**src/rtl/pdm_audio_sampler.sv**
```systemverilog
// rtl/pdm_audio_sampler.sv - PDM mic clock divider, boxcar ones-count decimator and 4-tap moving average
module pdm_audio_sampler #(
    parameter int MIC_CLK_DIV = 32,
    parameter int DECIM_LOG2  = 6
) (
    input  logic       clk_in,
    input  logic       rst_in,
    input  logic       enable_in,
    input  logic       mic_data_in,
    output logic       mic_clk_out,
    output logic [7:0] audio_out,
    output logic       audio_valid_out
);

    localparam int DIV_W = $clog2(MIC_CLK_DIV);
    localparam int SHIFT = 8 - DECIM_LOG2;
    localparam logic [DIV_W-1:0]      DIV_LAST = DIV_W'(MIC_CLK_DIV - 1);
    localparam logic [DIV_W-1:0]      DIV_HALF = DIV_W'(MIC_CLK_DIV / 2);
    localparam logic [DECIM_LOG2-1:0] IDX_LAST = '1;

    logic [DIV_W-1:0]      r_div_count;
    logic                  r_mic_clk;
    logic [DECIM_LOG2:0]   r_ones;
    logic [DECIM_LOG2-1:0] r_idx;
    logic [7:0]            r_h0;
    logic [7:0]            r_h1;
    logic [7:0]            r_h2;
    logic [7:0]            r_audio;
    logic                  r_valid;

    logic [DIV_W-1:0]    w_div_next;
    logic                w_strobe;
    logic [DECIM_LOG2:0] w_window;
    logic [15:0]         w_scaled;
    logic [7:0]          w_sample;
    logic [9:0]          w_sum;
    logic [7:0]          w_avg;

    assign w_div_next = (r_div_count == DIV_LAST) ? '0 : r_div_count + 1'b1;
    assign w_strobe   = enable_in && (r_div_count == DIV_LAST);
    assign w_window   = r_ones + {{DECIM_LOG2{1'b0}}, mic_data_in};
    // A full window of ones scales to 256, which saturates to 255
    assign w_scaled   = 16'(w_window) << SHIFT;
    assign w_sample   = (w_scaled > 16'd255) ? 8'hFF : w_scaled[7:0];
    assign w_sum      = {2'b00, w_sample} + {2'b00, r_h0} + {2'b00, r_h1} + {2'b00, r_h2};
    assign w_avg      = 8'(w_sum >> 2);

    always_ff @(posedge clk_in) begin
        if (rst_in) begin
            r_div_count <= '0;
            r_mic_clk   <= 1'b0;
            r_ones      <= '0;
            r_idx       <= '0;
            r_h0        <= '0;
            r_h1        <= '0;
            r_h2        <= '0;
            r_audio     <= '0;
            r_valid     <= 1'b0;
        end else if (!enable_in) begin
            // History and last sample survive a stop; the partial window does not
            r_div_count <= '0;
            r_mic_clk   <= 1'b0;
            r_ones      <= '0;
            r_idx       <= '0;
            r_valid     <= 1'b0;
        end else begin
            r_div_count <= w_div_next;
            r_mic_clk   <= (w_div_next >= DIV_HALF);
            r_valid     <= 1'b0;
            if (w_strobe) begin
                if (r_idx == IDX_LAST) begin
                    r_ones  <= '0;
                    r_idx   <= '0;
                    r_h0    <= w_sample;
                    r_h1    <= r_h0;
                    r_h2    <= r_h1;
                    r_audio <= w_avg;
                    r_valid <= 1'b1;
                end else begin
                    r_ones <= w_window;
                    r_idx  <= r_idx + 1'b1;
                end
            end
        end
    end

    assign mic_clk_out     = r_mic_clk;
    assign audio_out       = r_audio;
    assign audio_valid_out = r_valid;

endmodule
```
**config.mk**
```make
export PLATFORM = sky130hd
export DESIGN_NAME = pdm_audio_sampler
export DESIGN_NICKNAME = d
export VERILOG_FILES = /design/src/rtl/pdm_audio_sampler.sv
export SDC_FILE = /design/constraint.sdc
export NUM_CORES = 1
export LEC_CHECK = 0
export ABC_AREA = 1
export CORE_UTILIZATION = 36
export CTS_CLUSTER_SIZE = 10
export DETAILED_ROUTE_END_ITERATION = 16
export GPL_TIMING_DRIVEN = 0
export PLACE_DENSITY = 0.52
export SLEW_MARGIN = 5
export SYNTH_ARGS = -nofsm -noshare
export SYNTH_HDL_FRONTEND = slang
export SYNTH_SLANG_ARGS = --single-unit
```
**constraint.sdc**
```tcl
create_clock -name clk_in -period 5.2 [get_ports clk_in]
set_input_delay 0.52 -clock clk_in [delete_from_list [all_inputs] [get_ports clk_in]]
set_output_delay 0.52 -clock clk_in [all_outputs]
set_load 0.05 [all_outputs]
```
* Yosys cells after proc, flatten, opt, wreduce, memory -nomap -nowiden *
Index checks and enable logic that the tools add are counted.

word-level totals
  bits of input ports = 4
  output and inout port bits = 10
  bits in registers = 52
  word-level logic and storage cells = 30

cells by class
  muxes and demuxes = 5
  add/sub/neg operators = 6
  magnitude comparators = 2
  eq/ne operators = 2
  bitwise gates (word level) = 2
  reduce and logical (&&, ||, !) cells = 4

operators by type and width
  operator                                                                          number
  10-bit by 8-bit adder with 10-bit output                                          1
  9-bit by 8-bit adder with 10-bit output                                           1
  8-bit by 8-bit adder with 9-bit output                                            1
  9-bit by 8-bit greater-than comparator with 1-bit output (second input constant)  1
  8-bit 2-to-1 mux                                                                  1
  7-bit by 1-bit adder with 7-bit output                                            1
  7-bit 2-to-1 mux                                                                  1
  6-bit by 1-bit adder with 6-bit output (second input constant)                    1
  6-bit == test (second input constant)                                             1
  6-bit 2-to-1 mux                                                                  1
  5-bit by 1-bit adder with 5-bit output (second input constant)                    1
  5-bit == test (second input constant)                                             1
  5-bit greater-or-equal comparator (second input constant)                         1
  5-bit 2-to-1 mux                                                                  1
  3-bit AND reduction                                                               1
  3-bit OR reduction                                                                1
  1-bit inverter                                                                    2
  2-bit OR reduction                                                                1
  1-bit logical AND                                                                 1
  1-bit 2-to-1 mux                                                                  1

* Logic depth before layout (Yosys ltp) *
Gate-level depths: netlist (run 1).

  depth in word-level cells = 6
  gate-level depth with buffers = 22

* Worst setup path before layout (run 1) *
No wires, ideal clock.

  kind = input to register
  start point = input port mic_data_in
  end point = register r_audio[6] (netlist: audio_out[6])
  required time = 5.091 ns
  setup time = 0.109 ns
  path slack = 2.055 ns
  stages on the path = 19
  arrival time = 3.036 ns
  path through = ha_1 > ha_1 > nand2_1 > nor2_1 > nand3_1 > nand2_1 > inv_2 > nor2_1 > fa_1 > inv_1 > ha_1 > a21oi_1 > o21ai_0 > a21oi_1 > nand2_1 > nand2_1 > nand3_1 > nand2_1 > inv_1

on the way
  word-level cells in the longest chain between the ends = 6

RTL lines
  item                                                      RTL line  source
  from (decl)                                               9         input logic mic_data_in,
  7-bit by 1-bit adder with 7-bit output                    41        assign w_window = r_ones + {{DECIM_LOG2{1'b0}}, mic_data_in};
  9-bit by 8-bit greater-than comparator with 1-bit output  44        assign w_sample = (w_scaled > 16'd255) ? 8'hFF : w_scaled[7:0];
  8-bit 2-to-1 mux                                          44
  net w_sample[0]                                           35        logic [7:0] w_sample;
  8-bit by 8-bit adder with 9-bit output                    45        assign w_sum = {2'b00, w_sample} + {2'b00, r_h0} + {2'b00, r_h1} + {2'b00, r_h2};
  9-bit by 8-bit adder with 10-bit output                   45
  10-bit by 8-bit adder with 10-bit output                  45
  to (signal assigned)                                      77        r_audio <= w_avg;
  to (decl)                                                 28        logic [7:0] r_audio;

The timed path passes the listed nets, and every way through them passes these cells.
A chain may end at the register's enable or synchronous reset.

* Final worst setup path (run 1) *
Same ends and word-level chain as after synthesis.

==> metrics.md, run 1 <==
| Metric | Value |
|---|---|
| Status | finished, final reports clean |
| I/O pin cnt | 14 |
| Finished Layout Cells | 450 |
| Startpoint types | primary input |
| Core area | 6944 um^2 |
| Max Root-Sink Buffers | 2 |
| First-pass GRT wire length | 9660 um |
| Mean routed wirelength per cell | 12.21 um |
| Avg Inst Size Synth | 7.943 um^2 |
| GRT Util Overall | 16.55% |
| Dpl hpwl | 4057 um |
| # setup viols final | 0 |
| # clock sinks | 48 |
| Clk_lat worst skew | 0.30 ns |
| Area growth, synth to finish | 13.53% |
| Distinct cells, synth | 34 |
| Vias in the first global route | 1,949 |
| Crit path DAT | 3.87 ns |
| Setup_tns | 0 ns |
| Antenna diode count | 0 |
| Worst min-delay path class | flop to flop |
| Floorplan die height | 87.72 um |
| Yosys warnings | 0 |
| Reg2reg path depth | 18 |
| Final Max Tran Viols | 0 |
| Post-place instance area | 2895 um^2 |
| Clk_skew | 0.009427 ns |
| Final wirelength | 5496 um |
| Most common cell in the synthesized netlist | inv_1 |
| Largest net degree at the start of global routing | 15 |
| Critical Path Most Common Cell | nand2_1 |
| Mapped Cells | 333 |
| Highest clock rate | 0.2728 GHz |
| Num rows | 30 |
| GPL Wtd Cong | 0.8255 |
| Worst hold margin | 0.4470 ns |
| Slew HR | 60.66% |
| Remaining DRCs | 0 |
| Root buf cell | clkbuf_8 |
| CP max stage delay | 0.54 ns |
| Remaining antenna violation count | 0 |
| CTS tree | built |
| Total grt overflow | 0 |
| Post-synthesis sequential area ratio | 36.33% |
| Top cell type by total area after synthesis | dfxtp_1 |
| Reg clk slew, reported paths | 0.09 ns |
| Family with the most delay on the worst path | adder cells |
| Nets | 384 |
| Mapped Area | 2645 um^2 |
| Peak VDD IR | 0.1376 mV |
| Initial antenna violation count | 0 |
| Pleak | 1.308 nW |
| DR vias/cell | 4.551 |
| TritonRoute pass-1 iters | 4 |
| Crit-path max FO | 9 |
| RSZ-0062 raised after global routing | false |
| Measured slew at the worst slew-check pin | 0.5902 ns |
| Post-Syn Nets | 364 |
| Yosys reg bits | 48 |
| Crit path buffers/inverters | 4 |
| Final hold violation count | 0 |
| Hold_buf cts | 0 |
| MaxCap Viol Count | 0 |
| Ys async rst share | 0% |
| CTS Buf Count | 5 |
| EDFF count, synth | 0 |
| Starting DRT DRC Count | 104 |
| Primary FF master, synth | dfxtp_1 |
| Tmin final | 3.666 ns |
| Fin area | 3003 um^2 |
| Post-cts resize count | 0 |
| Postcts setup bufs | 0 |
| Die Area | 7694 um^2 |
| Post-synth top cells | inv_1, dfxtp_1, nand2_1 |
| Crit end category | flop |
| Levels on crit path | 19 |
| H-tree levels | 2 |
| Tcrit/Tclk final | 70.49% |
| Hold Crit Depth | 1 |
| Initial Utilization | 38.09% |
| Dpl cells | 442 |
| Die X-Extent | 87.72 um |
| Top post-synthesis cells by area | dfxtp_1, fa_1, inv_1 |
| Layout cells sized above 1 | 7.910% |
| Via count | 2,048 |
| Type of the worst setup path | primary input to flop |
| Share of the synthesized area in the top cell type | 36.33% |
| Cells along the critical path | clkdlybuf4s50_1 > ha_1 > ha_1 > nand3_2 > o21bai_2 > nand2_1 > inv_2 > nor2_1 > fa_1 > inv_1 > ha_1 > a21oi_1 > o21ai_0 > a21oi_1 > nand2_1 > nand2_1 > nand3_1 > nand2_1 > inv_1 |
| Slowest cell on crit path | fa_1 |
| Data required time at the worst endpoint | 5.41 ns |
| Port Buf Inserts | 13 |
| PD cells | 217.4 nW/um^2 |
==> sequential cells by signal, indices dropped and copies added (netlist names) <==
name / count
r_div_count: 5
r_h2: 7
r_idx: 6
audio_valid_out: 1
r_ones: 7
audio_out: 8
r_h1: 7
r_h0: 7
==> where the power goes <==
part | internal (mW) | switching, mW
clock network | 0.143 | 0.127
registers | 0.368 | 0.000495
logic | 0.00498 | 0.00942
total | 0.516 | 0.137
==> kinds of logic (layout without fill, tap and decap cells) <==
family	count (synthesis)	count (layout)	synth area share, %
AO/OA/AOI/OAI	72	72	14.95
XOR/XNOR	9	9	2.980
adder cells (fa/ha/maj)	27	27	16.46
buffers and inverters	67	88	10.64
flip-flops	48	48	36.33
AND/OR/NAND/NOR	110	110	18.64
==> per-layer routing <==
layer | share of wire (%) | track usage [%] | vias up
li1 | - | - | 1101
met1 | 54 | 24.49 | 926
met2 | 43 | 24.45 | 19
met3 | 2.4 | 2.922 | 2
met4 | 0.78 | 4.918 | 0
met5 | 0 | 0 | -
==> cells in the final DEF (no fill, tap or decap), types with 2 or more instances in the layout <==
master           count
ha_1                14
nor3_1               3
buf_2                3
fa_1                13
nor2_4               2
o211ai_1             3
nand2_1             48
nor3b_1              3
o21ai_0             25
clkbuf_8             5
xor2_1               6
a21oi_1             32
nand2_2              3
nor2_1              33
clkbuf_1             5
inv_1               55
xnor2_1              3
nand3_2              2
o21a_1               3
dfxtp_1             48
o21ai_1              3
buf_4                2
clkdlybuf4s50_1     13
nand3_1             13
==> cell type report <==
| type | instances | area [um^2] |
|---|---|---|
| fillers | 708 | 3941 |
| multi-input cells | 218 | 1403 |
| flip-flops and latches | 48 | 960.9 |
| inverters | 56 | 210.2 |
| repair buffers | 13 | 130.1 |
| well taps | 96 | 120.1 |
| clock buffers | 6 | 72.57 |
| plain buffers | 11 | 71.32 |
| clock inverters | 2 | 35.03 |
==> through the flow <==
| step | worst slack (ns) | util (%) | power [mW] |
|---|---|---|---|
| after CTS | 1.526 | 43.24 | 0.6638 |
| after floorplan | 2.055 | - | 0.3847 |
| final | 1.534 | 43.24 | 0.6527 |
| after detailed placement | 1.215 | 41.69 | 0.3917 |
| after global routing | 1.178 | 43.24 | 0.6784 |
| after global placement | 1.240 | 41.69 | 0.3915 |
==> final timing paths <==
check | slack, ns | endpoint | start
setup reg to reg | 1.87 | audio_out[6] | r_ones[0]
hold / removal | 0.45 | r_div_count[0] | r_div_count[0]
setup / recovery | 1.53 | audio_out[6] | mic_data_in
hold reg to reg | 0.45 | r_div_count[0] | r_div_count[0]
==> worst register-to-register path, delay by kind of cell, from the launching register on <==
kind	cells	cell delay (ns)
adders and majority gates	4	1.32
AOI/OAI and AO/OA	4	0.75
and+or+nand+nor	7	0.58
DFF	1	0.35
buffers and inverters	3	0.24
Note: power is estimated with default switching activity, not from simulation.
==> inputs of run 2 (changes only) <==
Clock period 5.2 ns to 3.4 ns, I/O delays scaled along.
==> run 2 against run 1 <==
Net effect: die area unchanged; routed wire length up 1.6%; largest power group unchanged; count of clock-buffer cells in the layout unchanged; final cell count up 0.67%; core utilization up 1.5 points; first-iteration DRC count up 0.96%.
==> metrics.md, run 2 (synthesis gave the netlist of run 1 again) <==
| Metric | Value |
|---|---|
| Status | finished, final reports clean |
| Type of the worst setup path | primary input to flop |
| Clock Power Share | 41.3% (about the same) |
| Final wirelength | 5586 um (+1.6%) |
| Slew HR | 61.36% (+0.71 points) |
| Met3 WL | 141 um (+8.5%) |
| Vias in the first global route | 1,948 (-0.051%) |
| Antenna diode count | 0 (unchanged) |
| Measured slew at the worst slew-check pin | 0.5796 ns (-0.01060 ns) |
| Startpoint types | primary input |
| H-tree levels | 2 (unchanged) |
| Dpl hpwl | 4057 um (unchanged) |
| Finished Layout Cells | 453 (+0.67%) |
| Nets | 387 (+0.78%) |
| Crit path DAT | 3.37 ns (-0.50 ns) |
| Initial antenna violation count | 0 (unchanged) |
| GRT Util Overall | 16.51% (-0.040 points) |
| PD cells | 321.1 nW/um^2 (+48%) |
| Reg clk slew, reported paths | 0.09 ns (about the same) |
| Worst Hold Path EP | r_div_count[0] |
| Total grt overflow | 0 (unchanged) |
| Clk_skew | 0.01061 ns (+0.001184 ns) |
| GPL Wtd Cong | 0.8255 (unchanged) |
| Initial Utilization | 38.09% (unchanged) |
| Reg-to-Reg End | audio_out[5] |
| DP Worst Slack | -0.4054 ns (-1.620 ns) |
| NetSw | 0.2079 mW (+52%) |
| Dpl cells | 442 (unchanged) |
| Seq pwr share | 56.5% (about the same) |
| Root buf cell | clkbuf_8 |
| Max Root-Sink Buffers | 2 (unchanged) |
| Num rows | 30 (unchanged) |
| DRT met1 WL | 2989 um (+0.47%) |
| Peak VDD IR | 0.2109 mV (+53%) |
| Max reg flops | 8 (unchanged) |
| MaxCap Viol Count | 0 (unchanged) |
| I/O pin cnt | 14 (unchanged) |
| Post-place instance area | 2895 um^2 (unchanged) |
| DR vias/cell | 4.585 (+0.74%) |
| Area growth, synth to finish | 17.36% |
| # setup viols final | 0 (unchanged) |
| Overall Power | 0.9969 mW (+53%) |
| Pleak | 1.318 nW (+0.74%) |
| Tcrit/Tclk final | 93.39% |
| Port Buf Inserts | 13 (unchanged) |
| Tmin final | 3.175 ns |
| Remaining antenna violation count | 0 (unchanged) |
| Largest net degree at the start of global routing | 15 (unchanged) |
| First-pass GRT wire length | 9646 um (-0.14%) |
| # clock sinks | 48 (unchanged) |
| Remaining DRCs | 0 (unchanged) |
| CTS tree | built |
| Crit-path max FO | 6 (-3) |
| Die Area | 7694 um^2 (unchanged) |
| Layout cells sized above 1 | 11.48% (+3.6 points) |
| Final hold violation count | 0 (unchanged) |
| Hold Crit Depth | 1 (unchanged) |
| Clk_lat worst skew | 0.30 ns (about the same) |
| Via count | 2,077 (+1.4%) |
| Reg-to-Reg Start | r_ones[0] |
| Highest clock rate | 0.3149 GHz |
| Commonest non-fill, non-tap cell in the layout | inv_1 |
| Mean routed wirelength per cell | 12.33 um (+0.96%) |
| Data required time at the worst endpoint | 3.60 ns (-1.81 ns) |
| Fin area | 3104 um^2 (+3.4%) |
| Top Layer Used | met4 |
| Combinational Power Share | 2.2% (about the same) |
| Crit end category | flop |
| Core area | 6944 um^2 (unchanged) |
| Die X-Extent | 87.72 um (unchanged) |
| Reg2reg path depth | 19 (+1) |
| Final Max Tran Viols | 0 (unchanged) |
| Worst min-delay path class | flop to flop |
| Switching power share of the total | 20.85% (-0.12 points) |
| Internal power | 0.7890 mW (+53%) |
| Final worst slack | 0.2247 ns (-1.310 ns) |
| Floorplan die height | 87.72 um (unchanged) |
| Starting DRT DRC Count | 105 (+0.96%) |
| Fill count | 694 (-2.0%) |
| Flop2flop setup slack | 0.38 ns (-1.49 ns) |
| Commonest non-fill, non-tap cells in the layout | inv_1, dfxtp_1, nand2_1, nor2_1, a21oi_1 |
| WL met2 | 2394 um (+2.0%) |
| TritonRoute pass-1 iters | 4 (unchanged) |
| Setup_tns | 0 ns (unchanged) |
| Hold path start | r_div_count[0] |
| CTS Buf Count | 5 (unchanged) |
==> run 2: changes by cell type in the layout (fill, tap and decap cells not counted), sizes merged <==
cell  delta
buf      +3
==> run 2: critical path, cell delays in order <==
cell and delay [ns]:
clkdlybuf4s50_1 0.46, ha_1 0.21, ha_4 0.18, nand3_2 0.10, o21bai_4 0.16, nand2_2 0.09, inv_4 0.10, nor2_1 0.09
fa_1 0.54, inv_1 0.07, ha_4 0.28, nand2_1 0.08, o21ai_4 0.17, nand2_1 0.07, nand2_1 0.06, nand2_1 0.07
nand3_1 0.08, nand3_1 0.08, o211ai_1 0.08, inv_1 0.06
==> run 2: metrics by stage <==
step	hold slack (ns)	util, %
global placement	0.4286	41.69
finish	0.4470	44.70
floorplan	0.4024	-
CTS	0.4511	43.39
global route	0.4746	44.70
detailed placement	0.4353	41.69
==> run 2: worst max-delay path by stage <==
stage,from,to,slack [ns],depth (start not counted)
global placement,mic_data_in,audio_out[6],-0.38,19
finish,mic_data_in,audio_out[5],0.22,20
floorplan,mic_data_in,audio_out[6],0.44,19
global route,mic_data_in,audio_out[5],-0.02,21
CTS,mic_data_in,audio_out[6],0.002,19
detailed placement,mic_data_in,audio_out[6],-0.41,19
==> run 2: cell type report <==
type | instances | area (um^2) | share of cell area (%)
well taps | 96 | 120.1 | 3.869
inverters | 56 | 212.7 | 6.852
plain buffers | 11 | 71.32 | 2.297
clock buffers | 6 | 72.57 | 2.338
multi-input cells | 218 | 1466 | 47.24
repair buffers | 16 | 165.2 | 5.320
flip-flops and latches | 48 | 960.9 | 30.96
clock inverters | 2 | 35.03 | 1.129
==> run 2: power by group through the flow <==
stage	logic, mW	registers [mW]	clock network (mW)
4_1_cts	0.0224	0.564	0.429
2_1_floorplan	0.0118	0.577	0
3_5_place_dp	0.0224	0.577	0
5_1_grt	0.0257	0.564	0.448
6_report	0.0221	0.563	0.411
3_3_place_gp	0.0220	0.577	0
==> run 2: layer usage <==
metal  up-vias  GRT usage, %
li1       1106             -
met2        23         24.45
met1       943         24.37
met4         0         4.918
met5         -             0
met3         5         2.922
==> run 2: timing repair <==
action / 4_1_cts / 5_1_grt
setup buffers: 0 / 3
gates resized for setup: 3 / 11
hold buffers: 0 / 0
pin swaps: 0 / 2
endpoints found under the setup margin: 3 / 5
